`src/rtl/gp_regfile_bank.sv`:
```
// ----------------------------------------------------------------------------
// gp_regfile_bank
//
// General-purpose register bank: NREGS registers of WIDTH bits, written
// through a one-cycle staging register and read through two combinational
// ports. A busy scoreboard (one bit per register) lets the control unit hold
// off reads of registers that have a reservation outstanding.
//
// Build option:
//   GP_REGFILE_BYPASS_EN  when defined, a read port whose select matches the
//                         valid stage returns the staged data, and that
//                         port's busy output reads 0. When undefined, reads
//                         see committed storage only.
//
// Ports:
//   clk        rising-edge clock
//   clr        synchronous active-low clear
//   BAout      forces any read port selecting R0 to return zero
//   rd_sel_a   read port A select       rd_data_a  read port A data
//   rd_sel_b   read port B select       rd_data_b  read port B data
//   busy_a     port A register reserved busy_b    port B register reserved
//   wr_en      write request            wr_sel     write register select
//   BusMuxOut  write data
//   resv_en    reserve request          resv_sel   register to reserve
//   resv_err   sticky: reservation of an already-busy register
// ----------------------------------------------------------------------------
module gp_regfile_bank #(
    parameter int unsigned WIDTH = 32,
    parameter int unsigned NREGS = 16,
    parameter int unsigned AW    = 4
) (
    input  logic             clk,
    input  logic             clr,
    input  logic             BAout,
    input  logic [AW-1:0]    rd_sel_a,
    input  logic [AW-1:0]    rd_sel_b,
    output logic [WIDTH-1:0] rd_data_a,
    output logic [WIDTH-1:0] rd_data_b,
    output logic             busy_a,
    output logic             busy_b,
    input  logic             wr_en,
    input  logic [AW-1:0]    wr_sel,
    input  logic [WIDTH-1:0] BusMuxOut,
    input  logic             resv_en,
    input  logic [AW-1:0]    resv_sel,
    output logic             resv_err
);

    // Elaboration-time sanity check of the geometry.
    if (NREGS < 2 || (2 ** AW) != NREGS) begin : g_bad_geometry
        $error("gp_regfile_bank: NREGS must be a power of two >= 2 and equal 2**AW");
    end

    // ------------------------------------------------------------------
    // State
    // ------------------------------------------------------------------
    logic [WIDTH-1:0] r_regs [NREGS];
    logic             r_stg_vld;
    logic [AW-1:0]    r_stg_sel;
    logic [WIDTH-1:0] r_stg_data;
    logic [NREGS-1:0] r_busy;
    logic             r_resv_err;

    logic [NREGS-1:0] w_busy_nxt;
    logic             w_resv_clash;
    logic             w_stg_hit_a;
    logic             w_stg_hit_b;
    logic [WIDTH-1:0] w_raw_a;
    logic [WIDTH-1:0] w_raw_b;

    // ------------------------------------------------------------------
    // Scoreboard next state. The commit clear is applied first so that a
    // reservation landing on the committing register wins.
    // ------------------------------------------------------------------
    always_comb begin
        w_busy_nxt = r_busy;
        if (r_stg_vld) begin
            w_busy_nxt[r_stg_sel] = 1'b0;
        end
        if (resv_en) begin
            w_busy_nxt[resv_sel] = 1'b1;
        end
    end

    // The error looks at the busy bit as it stands before this edge.
    assign w_resv_clash = resv_en & r_busy[resv_sel];

    // ------------------------------------------------------------------
    // Sequential state: storage, stage, scoreboard, sticky error
    // ------------------------------------------------------------------
    always_ff @(posedge clk) begin
        if (!clr) begin
            for (int i = 0; i < int'(NREGS); i++) begin
                r_regs[i] <= '0;
            end
            r_stg_vld  <= 1'b0;
            r_stg_sel  <= '0;
            r_stg_data <= '0;
            r_busy     <= '0;
            r_resv_err <= 1'b0;
        end else begin
            // Commit whatever was staged at the previous edge.
            if (r_stg_vld) begin
                r_regs[r_stg_sel] <= r_stg_data;
            end

            r_stg_vld <= wr_en;
            if (wr_en) begin
                r_stg_sel  <= wr_sel;
                r_stg_data <= BusMuxOut;
            end

            r_busy <= w_busy_nxt;

            if (w_resv_clash) begin
                r_resv_err <= 1'b1;
            end
        end
    end

    // ------------------------------------------------------------------
    // Read ports
    // ------------------------------------------------------------------
`ifdef GP_REGFILE_BYPASS_EN
    assign w_stg_hit_a = r_stg_vld && (r_stg_sel == rd_sel_a);
    assign w_stg_hit_b = r_stg_vld && (r_stg_sel == rd_sel_b);
`else
    assign w_stg_hit_a = 1'b0;
    assign w_stg_hit_b = 1'b0;
`endif

    assign w_raw_a = w_stg_hit_a ? r_stg_data : r_regs[rd_sel_a];
    assign w_raw_b = w_stg_hit_b ? r_stg_data : r_regs[rd_sel_b];

    // R0 zeroing masks only the output; the stored value is untouched.
    always_comb begin
        rd_data_a = w_raw_a;
        if (BAout && (rd_sel_a == '0)) begin
            rd_data_a = '0;
        end
    end

    always_comb begin
        rd_data_b = w_raw_b;
        if (BAout && (rd_sel_b == '0)) begin
            rd_data_b = '0;
        end
    end

    // A forwarded register is no longer pending from the reader's view.
    assign busy_a = r_busy[rd_sel_a] & ~w_stg_hit_a;
    assign busy_b = r_busy[rd_sel_b] & ~w_stg_hit_b;

    assign resv_err = r_resv_err;

endmodule

```
`config.mk`:
```
export PLATFORM = sky130hd
export DESIGN_NAME = gp_regfile_bank
export DESIGN_NICKNAME = d
export VERILOG_FILES = /design/src/rtl/gp_regfile_bank.sv
export SDC_FILE = /design/constraint.sdc
export NUM_CORES = 1
export LEC_CHECK = 0
export BUFFER_PORTS_ARGS = -buffer_cell sky130_fd_sc_hd__buf_2
export CORE_UTILIZATION = 30
export CTS_BUF_LIST = sky130_fd_sc_hd__clkbuf_16
export DETAILED_ROUTE_END_ITERATION = 12
export GPL_TIMING_DRIVEN = 0
export HOLD_SLACK_MARGIN = 0.1
export PLACE_DENSITY_LB_ADDON = 0.05
export RECOVER_POWER = 50
export SKIP_CTS_REPAIR_TIMING = 1
export SLEW_MARGIN = 5
export SYNTH_ARGS = -nofsm -noshare
export SYNTH_HDL_FRONTEND = slang
export SYNTH_SLANG_ARGS = --single-unit
```
`constraint.sdc`:
```
create_clock -name clk -period 4.2 [get_ports clk]
set_clock_uncertainty 0.05 [all_clocks]
set_input_delay 0.21 -clock clk [delete_from_list [all_inputs] [get_ports clk]]
set_output_delay 0.21 -clock clk [all_outputs]
set_load 0.01 [all_outputs]
```
==> results of run 1 <==
==> metal layers <==
metal / part of all wire, % / vias to the layer above / global-route usage, %
li1: - / 8359 / -
met1: 43 / 10318 / 32.6
met2: 49 / 655 / 41.4
met3: 5.7 / 154 / 3.82
met4: 2.4 / 0 / 6.55
met5: 0 / - / 0
==> cells in the mapped netlist, types with 13 or more instances <==
library cell    n
a21oi_1        67
nor2_1         54
a211oi_1       32
a221oi_1       32
buf_2          45
mux4_2        237
mux2_2         32
o21ai_1        18
and2_1        513
clkbuf_1      135
inv_1          13
edfxtp_1      512
mux2i_1       134
nand2_1        39
or3b_2         33
dfxtp_1        54
o21ai_0        35
==> kinds of logic (layout without fill, tap and decap cells) <==
family	Yosys count	in the layout	share of synthesized area [%]
muxes	403	403	23.7
AOI/OAI and AO/OA	201	201	4.18
other	0	3	0
buffers and inverters	217	531	3.18
and+or+nand+nor	666	666	13.5
DFF	566	566	55.4
==> path summary, 6_finish.rpt <==
check,end,slack [ns],cells past startpoint
worst max register to register,r_regs[7][16],0.44,5
worst min-delay path,r_busy[11],0.15,4
worst min register to register,resv_err,0.46,1
worst max-delay path,r_regs[7][16],0.44,5
==> where the power goes <==
| group | switching, W | internal, W | total [W] |
|---|---|---|---|
| clock network | 0.00254 | 0.00345 | 0.00599 |
| registers | 0.000142 | 0.00634 | 0.00648 |
| logic | 0.000993 | 0.000606 | 0.00160 |
==> cells in the final DEF, fill, tap and decap left out, types with 3 or more instances in the layout <==
cell type      netlist  layout
mux2i_1            134     134
bufinv_16            0       4
o22ai_1             10      10
diode_2              0       3
or3b_2              33      33
buf_16               0       4
nand3_1              7       7
inv_1               13      45
clkbuf_16            0      75
clkbuf_2             1       6
mux4_2             237     237
nor2_1              54      54
inv_6                0       3
clkbuf_1           135     159
buf_1                8       6
nand3b_1             4       4
clkinv_2             0       7
a211oi_1            32      32
dlygate4sd3_1        0      42
a21oi_1             67      67
buf_12               0       3
edfxtp_1           512     512
nand2_1             39      39
o21ai_1             18      18
buf_6                5       5
mux2_2              32      32
buf_2               45     152
nand2b_1             3       3
and2_0               0      26
clkinv_1             1       9
a221oi_1            32      32
and2_1             513     487
o21ai_0             35      35
dfxtp_1             54      54
buf_4                9       9
==> metrics by stage <==
stage                     utilization (%)  instance area [µm²]  hold WS, ns  instances  setup slack [ns]
after floorplan                         -                29700        0.254       2053             0.402
after global placement               32.4                31900        0.393       3449             -4.07
after detailed placement             33.3                32700        0.401       3482             0.508
after CTS                            35.6                35000       -0.279       3612             0.508
after global routing                 35.4                34800        0.176       3654             0.353
final                                35.4                34800        0.145       3657             0.440
==> sequential cells by signal, summed over array words and instances, names as in the netlist <==
signal	cells
r_stg_vld	1
resv_err	1
r_busy	16
r_stg_data	32
r_regs	512
r_stg_sel	4
==> worst min-delay path, cell delays in order <==
cell,delay [ns]
buf_2,0.16
buf_2,0.19
nand4_1,0.13
o22ai_1,0.08
==> area by class of cell <==
cell class                      count  share of cell area [%]
Antenna cell                        3                  0.0216
Buffer                            203                    2.57
Clock buffer                       75                    5.40
Clock inverter                     55                   0.975
Inverter                           14                   0.151
Multi-Input combinational cell   1270                    35.4
Sequential cell                   566                    47.3
Tap cell                         1287                    4.63
Timing Repair Buffer              184                    3.58
==> run metrics, run 1 <==
Multi-input gate area ~12,000 µm²; # nets final approximately 2,400; top post-synthesis cells by area edfxtp_1 (52%), mux4_2 (18%), and2_1 (11%), mux2i_1 (4.5%), dfxtp_1 (3.6%); fin crit share 89.5%; TNS Setup 0 ns; via count roughly 19,000; clk sinks about 570; fill count between 9,000 and 10,000; Yosys warning count 0; largest net degree at the start of global routing 18; Die Y roughly 320 µm; Post-Syn Instances between 2,000 and 2,500; total track usage 24.5%; per-cell routed wire length around 33 µm; Slew headroom -63.8%; Die W around 320 µm; Reg area roughly 16,000 µm²; Slew Limit Fails 330; Antenna Nets Post-Route 0; Mapped Avg Cell Area around 14 µm²; worst path cell trace clkbuf_1 > nand3b_1 > o21ai_0 > buf_12 > clkbuf_2; Synth area leader edfxtp_1; Critical path buffers and inverters 3; Critical Path Fanout Max 14; CP endpoint kind register; DRT iter0 DRCs about 1,600; Leakage 12.7 nW; clk buf depth 3; CP delay by family, top compound AO/OA/AOI/OAI gates; CP startpoint kind register; status finished with violations; Rows ~120; number of enable flip-flop cells after synthesis 512; vias in the first global route approximately 20,000; final setup vio count 0; H-tree levels 3; Final Critical Period about 3.8 ns; CP Data Arrival Time 3.96 ns; number of CTS-inserted buffers 71; share of layout cells above drive strength 1 between 20% and 30%; P&R area growth vs syn 17.1%; Hold Path Class in -> reg; Overflow after GRT 0; syn nets between 2,000 and 2,500; CTS root buf clkbuf_16; crit path launch r_stg_sel[2]; CTS tree yes; VDD IR max about 0.00025 V; Async S/R FF share, synth 0%; PortBufs about 110; Ports 120; die area between 100,000 and 150,000 µm²; DR vias/cell about 5.3; gpl congestion 0.815; initial antenna violation count 4; sequential-to-total area share from yosys stat a little under three fifths; crit path kind reg -> reg; overall power 0.0141 W; Worst path slowest cell o21ai_0; CORE AREA 98,300 µm²; clock transition at the registers of the reported paths approximately 0.060 ns; clk_lat worst skew roughly 0.63 ns; Initial DRT Pass Iterations 5; Final Hold Viols 0; maxcap violations 22; first-pass GRT wire length roughly 170,000 µm; worst r2r src r_stg_sel[2]; Slew @ Worst Pin approximately 2.4 ns; flops & latches, synth roughly 570; WP data required ~4.4 ns; routed wire length about 120,000 µm; Mapped Area just under 30,000 µm²; synth unique cells 39; post-synth top area share between 50% and 60%; top_reg_cell synth edfxtp_1; CP peak stage delay approximately 1.7 ns; RSZ-0062 raised after global routing no; DRC errors left 0; failing checks capacitance limit, slew limit; initial core utilization ~30%; max frequency around 270 MHz; pwr dens 405 nW/µm²; dpl hpwl approximately 84,000 µm; Hold Crit Start resv_sel[0]
No activity file was read; power rests on OpenSTA's default activity.
==> run 2, diff against run 1 <==
--- a/config.mk
+++ b/config.mk
@@ -5,11 +5,10 @@
 export SDC_FILE = /design/constraint.sdc
 export NUM_CORES = 1
 export LEC_CHECK = 0
-export BUFFER_PORTS_ARGS = -buffer_cell sky130_fd_sc_hd__buf_2
+export BUFFER_PORTS_ARGS = -buffer_cell sky130_fd_sc_hd__clkbuf_2
 export CORE_UTILIZATION = 30
 export CTS_BUF_LIST = sky130_fd_sc_hd__clkbuf_16
 export DETAILED_ROUTE_END_ITERATION = 12
-export GPL_TIMING_DRIVEN = 0
 export HOLD_SLACK_MARGIN = 0.1
 export PLACE_DENSITY_LB_ADDON = 0.05
 export RECOVER_POWER = 50
==> run 2 against run 1 <==
The run still ends with capacitance limit, slew limit left. Flip-flop and latch count is the same. Sequential share of layout area grew 0.19 points. Core utilization shrank 0.14 points. Highest routed layer unchanged.
==> run metrics, run 2 (synthesis results as in run 1) <==
PortBufs 119; Int Pwr a little over 0.01 W; gpl congestion 0.750; final setup vio count 0; DRT iter0 DRCs around 1,600; Leakage around 12 nW; max frequency a little under 300 MHz; per-cell routed wire length approximately 30 µm; RSZ-0062 raised after global routing no; max reg flops about 510; most frequent cells in the layout edfxtp_1 (512), and2_1 (399), mux4_2 (237); Critical Path Fanout Max 15; Final Critical Period about 3.4 ns; Multi-input gate area around 12,000 µm²; Die W approximately 320 µm; Reg area 16,500 µm²; H-tree levels 3; initial antenna violation count 7; fill count approximately 9,400; Slew @ Worst Pin 2.27 ns; Most flops, register r_regs; # nets final 2,214; clock share of power between 40% and 50%; CTS tree yes; maxcap violations 12; CTS root buf clkbuf_16; failing checks capacitance limit, slew limit; WP data required roughly 4.6 ns; TNS Setup 0 ns; initial core utilization between 30% and 40%; clk sinks 566; reg-to-reg slack, setup 0.80 ns; non-filler cells, final around 3,500; crit path kind reg -> reg; Comb pwr share roughly a tenth; first-pass GRT wire length between 150,000 and 200,000 µm; Final Hold Viols 0; CORE AREA between 90,000 and 100,000 µm²; Slew Limit Fails approximately 180; Initial DRT Pass Iterations 5; share of layout cells above drive strength 1 between 20% and 30%; vias in the first global route 19,281; Die Y approximately 320 µm; clk buf depth 3; Hold Path Class in -> reg; CP startpoint kind register; CP Data Arrival Time 3.83 ns; dpl hpwl 62,400 µm; DRC errors left 0; clock transition at the registers of the reported paths about 0.06 ns; Ports 120; via count about 18,000; most common cell after layout, fill and taps aside edfxtp_1; die area about 100,000 µm²; DP Cell Count approximately 3,300; P&R area growth vs syn 16.7%; overall power roughly 0.014 W; status finished with violations; VDD IR max around 0.00025 V; switching pwr 0.00355 W; DR vias/cell 5.25; Sw Ratio approximately 26%; number of CTS-inserted buffers between 70 and 80; Slew headroom -51.8%; routed wire length roughly 110,000 µm; Reg power frac a little under half; Antenna Nets Post-Route 0; pwr dens ~400 nW/µm²; largest net degree at the start of global routing a little over 70; fin crit share 81.0%; CP endpoint kind register; clk_lat worst skew 0.63 ns; Rows between 100 and 150; Overflow after GRT 0; total track usage roughly 22%; Top Registers r_regs: 512 flops, r_stg_data: 32 flops, r_busy: 16 flops
==> run 2: cell count changes in the layout (fill, tap and decap cells not counted), moves of 14 or more <==
cell      previous run  this run
clkbuf_2             6       113
and2_1             487       399
buf_12               3        17
buf_2              152         0
buf_4                9        50
and2_0              26       114
clkbuf_1           159         7
==> run 2: area by class of cell <==
| class | instances | share of cell area, % |
|---|---|---|
| Clock buffer | 77 | 5.56 |
| Tap cell | 1287 | 4.65 |
| Antenna cell | 5 | 0.0361 |
| Clock inverter | 55 | 0.820 |
| Multi-Input combinational cell | 1270 | 36.0 |
| Sequential cell | 566 | 47.5 |
| Timing Repair Buffer | 236 | 5.24 |
| Inverter | 14 | 0.152 |
==> run 2: routing by layer <==
metal / global-route usage (%) / up-vias / share of wire (%)
met1: 29.2 / 9775 / 45
li1: - / 8054 / -
met4: 5.71 / 0 / 2.0
met5: 0 / - / 0
met3: 2.80 / 114 / 3.9
met2: 36.4 / 472 / 50
==> run 2: final timing paths <==
| path | startpoint | endpoint | depth (start not counted) |
|---|---|---|---|
| hold reg to reg | r_busy[7] | r_busy[7] | 2 |
| hold / removal | resv_sel[0] | r_busy[11] | 3 |
| setup reg to reg | r_stg_sel[0] | r_regs[6][13] | 4 |
| setup / recovery | r_stg_sel[0] | r_regs[6][13] | 4 |
==> run 2: worst max-delay path, stage by stage (launching register included) <==
cell	delay, ns
dfxtp_1	0.34
nand2b_1	0.53
nor2_1	1.69
buf_4	0.47
and2_1	0.16
==> run 2: power by group through the flow <==
stage / Combinational [W] / Clock, W / Sequential [W]
floorplan: 0.000892 / 0 / 0.00654
global placement: 0.00146 / 0 / 0.00663
detailed placement: 0.00146 / 0 / 0.00664
CTS: 0.00146 / 0.00612 / 0.00652
global route: 0.00154 / 0.00631 / 0.00655
finish: 0.00144 / 0.00594 / 0.00652
==> run 2: through the flow <==
stage / util (%) / setup WS (ns) / hold WS (ns) / area (µm²)
final: 35.2 / 0.797 / 0.0586 / 34600
after CTS: 35.0 / 1.32 / -0.278 / 34400
after global placement: 32.7 / 1.35 / 0.392 / 32100
after floorplan: - / 0.402 / 0.254 / 29700
after detailed placement: 32.7 / 1.35 / 0.401 / 32100
after global routing: 35.2 / 0.645 / 0.110 / 34600
==> run 3, diff against run 2 <==
==> constraint.sdc (replaced) <==
create_clock -name clk -period 2.84 [get_ports clk]
set_clock_uncertainty 0.05 [all_clocks]
set_input_delay 0.142 -clock clk [delete_from_list [all_inputs] [get_ports clk]]
set_output_delay 0.142 -clock clk [all_outputs]
set_load 0.01 [all_outputs]
==> run 3 against run 2 <==
The flow now finishes without violations. Combinational power rose by 52%. Cell count rose by 1.4%. Clock power rose by 48%. Via count rose by 1.2%. Largest power group unchanged. Core utilization rose by 0.35 points. Die area did not move. Design area rose by 1.0%. Count of clock-buffer cells in the layout fell by 5. Highest routed layer unchanged. Critical path type unchanged. Sequential power rose by 48%. Critical path depth fell by 1. Wire length rose by 2.4%.
==> run metrics, run 3 (synthesis results as in run 1) <==
Initial DRT Pass Iterations 5; TNS Setup 0 ns; P&R area growth vs syn 17.8%; largest net degree at the start of global routing 55; most common cell after layout, fill and taps aside edfxtp_1; Slew headroom 9.65%; Overflow after GRT 0; Slew @ Worst Pin approximately 1.4 ns; CP startpoint kind register; Hold Crit Start wr_en; dpl hpwl between 60,000 and 70,000 µm; CTS tree yes; CORE AREA around 98,000 µm²; status completed; Final Hold Viols 0; routed wire length roughly 110,000 µm; Rows about 120; most frequent cells in the layout edfxtp_1 (512), and2_1 (441), mux4_2 (237); overall power about 0.021 W; clock transition at the registers of the reported paths 0.06 ns; Worst path slowest cell clkbuf_2; pwr dens between 500 and 600 nW/µm²; CP endpoint kind register; Hold Path Class in -> reg; R2R depth 3; H-tree levels 3; gpl congestion 0.768; Antenna Nets Post-Route 0; per-cell routed wire length ~31 µm; Leakage roughly 13 nW; CP Data Arrival Time ~2.9 ns; WP data required 3.02 ns; die area ~100,000 µm²; clk buf depth 3; DRT iter0 DRCs approximately 1,500; Most flops, register r_regs; # nets final around 2,300; max reg flops around 510; maxcap violations 0; fill count roughly 9,400; max frequency between 300 and 400 MHz; crit path launch r_stg_vld; Critical Path Fanout Max 24; DRC errors left 0; DR vias/cell 5.24; Die W about 320 µm; reg-to-reg slack, setup approximately 0.13 ns; Die Y approximately 320 µm; Final Critical Period around 2.7 ns; VDD IR max between 0.0003 and 0.0004 V; worst r2r src r_stg_vld; initial core utilization 30.2%; CTS root buf clkbuf_16; Hold EP r_stg_data[1]; hold depth 3; Ports 120; Top Registers r_regs: 512 flops, r_stg_data: 32 flops, r_busy: 16 flops; PortBufs around 120; worst path cell trace or3b_2 > o21ai_0 > clkbuf_2; CP peak stage delay 0.90 ns; clk sinks about 570; final setup vio count 0; number of CTS-inserted buffers a little over 70; first-pass GRT wire length around 150,000 µm; via count ~19,000; vias in the first global route around 19,000; Slew Limit Fails 0; fin crit share 95.5%; RSZ-0062 raised after global routing no; clk_lat worst skew 0.62 ns; share of layout cells above drive strength 1 28.1%; RR Endpoint r_regs[1][18]; crit path kind reg -> reg; total track usage between 20 and 25%; initial antenna violation count 11
==> run 3: worst max-delay path by stage <==
stage	depth (start not counted)	endpoint
2_1_floorplan	3	r_regs[13][0]
3_3_place_gp	6	rd_data_b[6]
3_5_place_dp	6	rd_data_b[6]
4_1_cts	5	rd_data_b[6]
5_1_grt	5	rd_data_b[14]
6_report	3	r_regs[1][18]
==> run 3: metrics by stage <==
step | instance area [µm²] | setup slack, ns | hold WS, ns | std cells | util (%)
finish | 35000 | 0.129 | 0.202 | 3558 | 35.6
global route | 35000 | 0.00904 | 0.200 | 3554 | 35.6
CTS | 34900 | -0.139 | -0.358 | 3509 | 35.5
detailed placement | 32700 | 0.447 | 0.334 | 3378 | 33.2
global placement | 32700 | 0.456 | 0.326 | 3378 | 33.2
floorplan | 29700 | -0.714 | 0.186 | 2053 | -
==> run 3: critical path: cells and delay by family (launching register included) <==
| kind | cells | cell delay (ns) |
|---|---|---|
| AOI/OAI and AO/OA | 1 | 0.29 |
| buffers and inverters | 1 | 0.90 |
| DFF | 1 | 0.49 |
| and+or+nand+nor | 1 | 0.55 |
==> run 3: routing by layer <==
layer	track usage (%)	vias up	share of wire [%]
met2	36.6	549	49
li1	-	8152	-
met5	0	-	0
met4	5.89	0	2.4
met3	3.08	144	4.6
met1	30.1	9784	44
==> run 3: layout make-up <==
class / instances / area [µm²] / share of cell area, %
clock inverter: 59 / 419 / 1.20
inverter: 14 / 52.6 / 0.150
clock buffer: 72 / 1800 / 5.15
antenna: 4 / 10.0 / 0.0286
tap: 1287 / 1610 / 4.60
sequential: 566 / 16500 / 47.0
timing repair buffer: 286 / 2180 / 6.22
multi-input combinational: 1270 / 12500 / 35.6
==> run 3: power breakdown <==
group / switching [W] / internal (W) / leakage (nW)
sequential: 0.000263 / 0.00937 / 5.79
combinational: 0.00127 / 0.000925 / 5.78
clock: 0.00375 / 0.00507 / 1.19
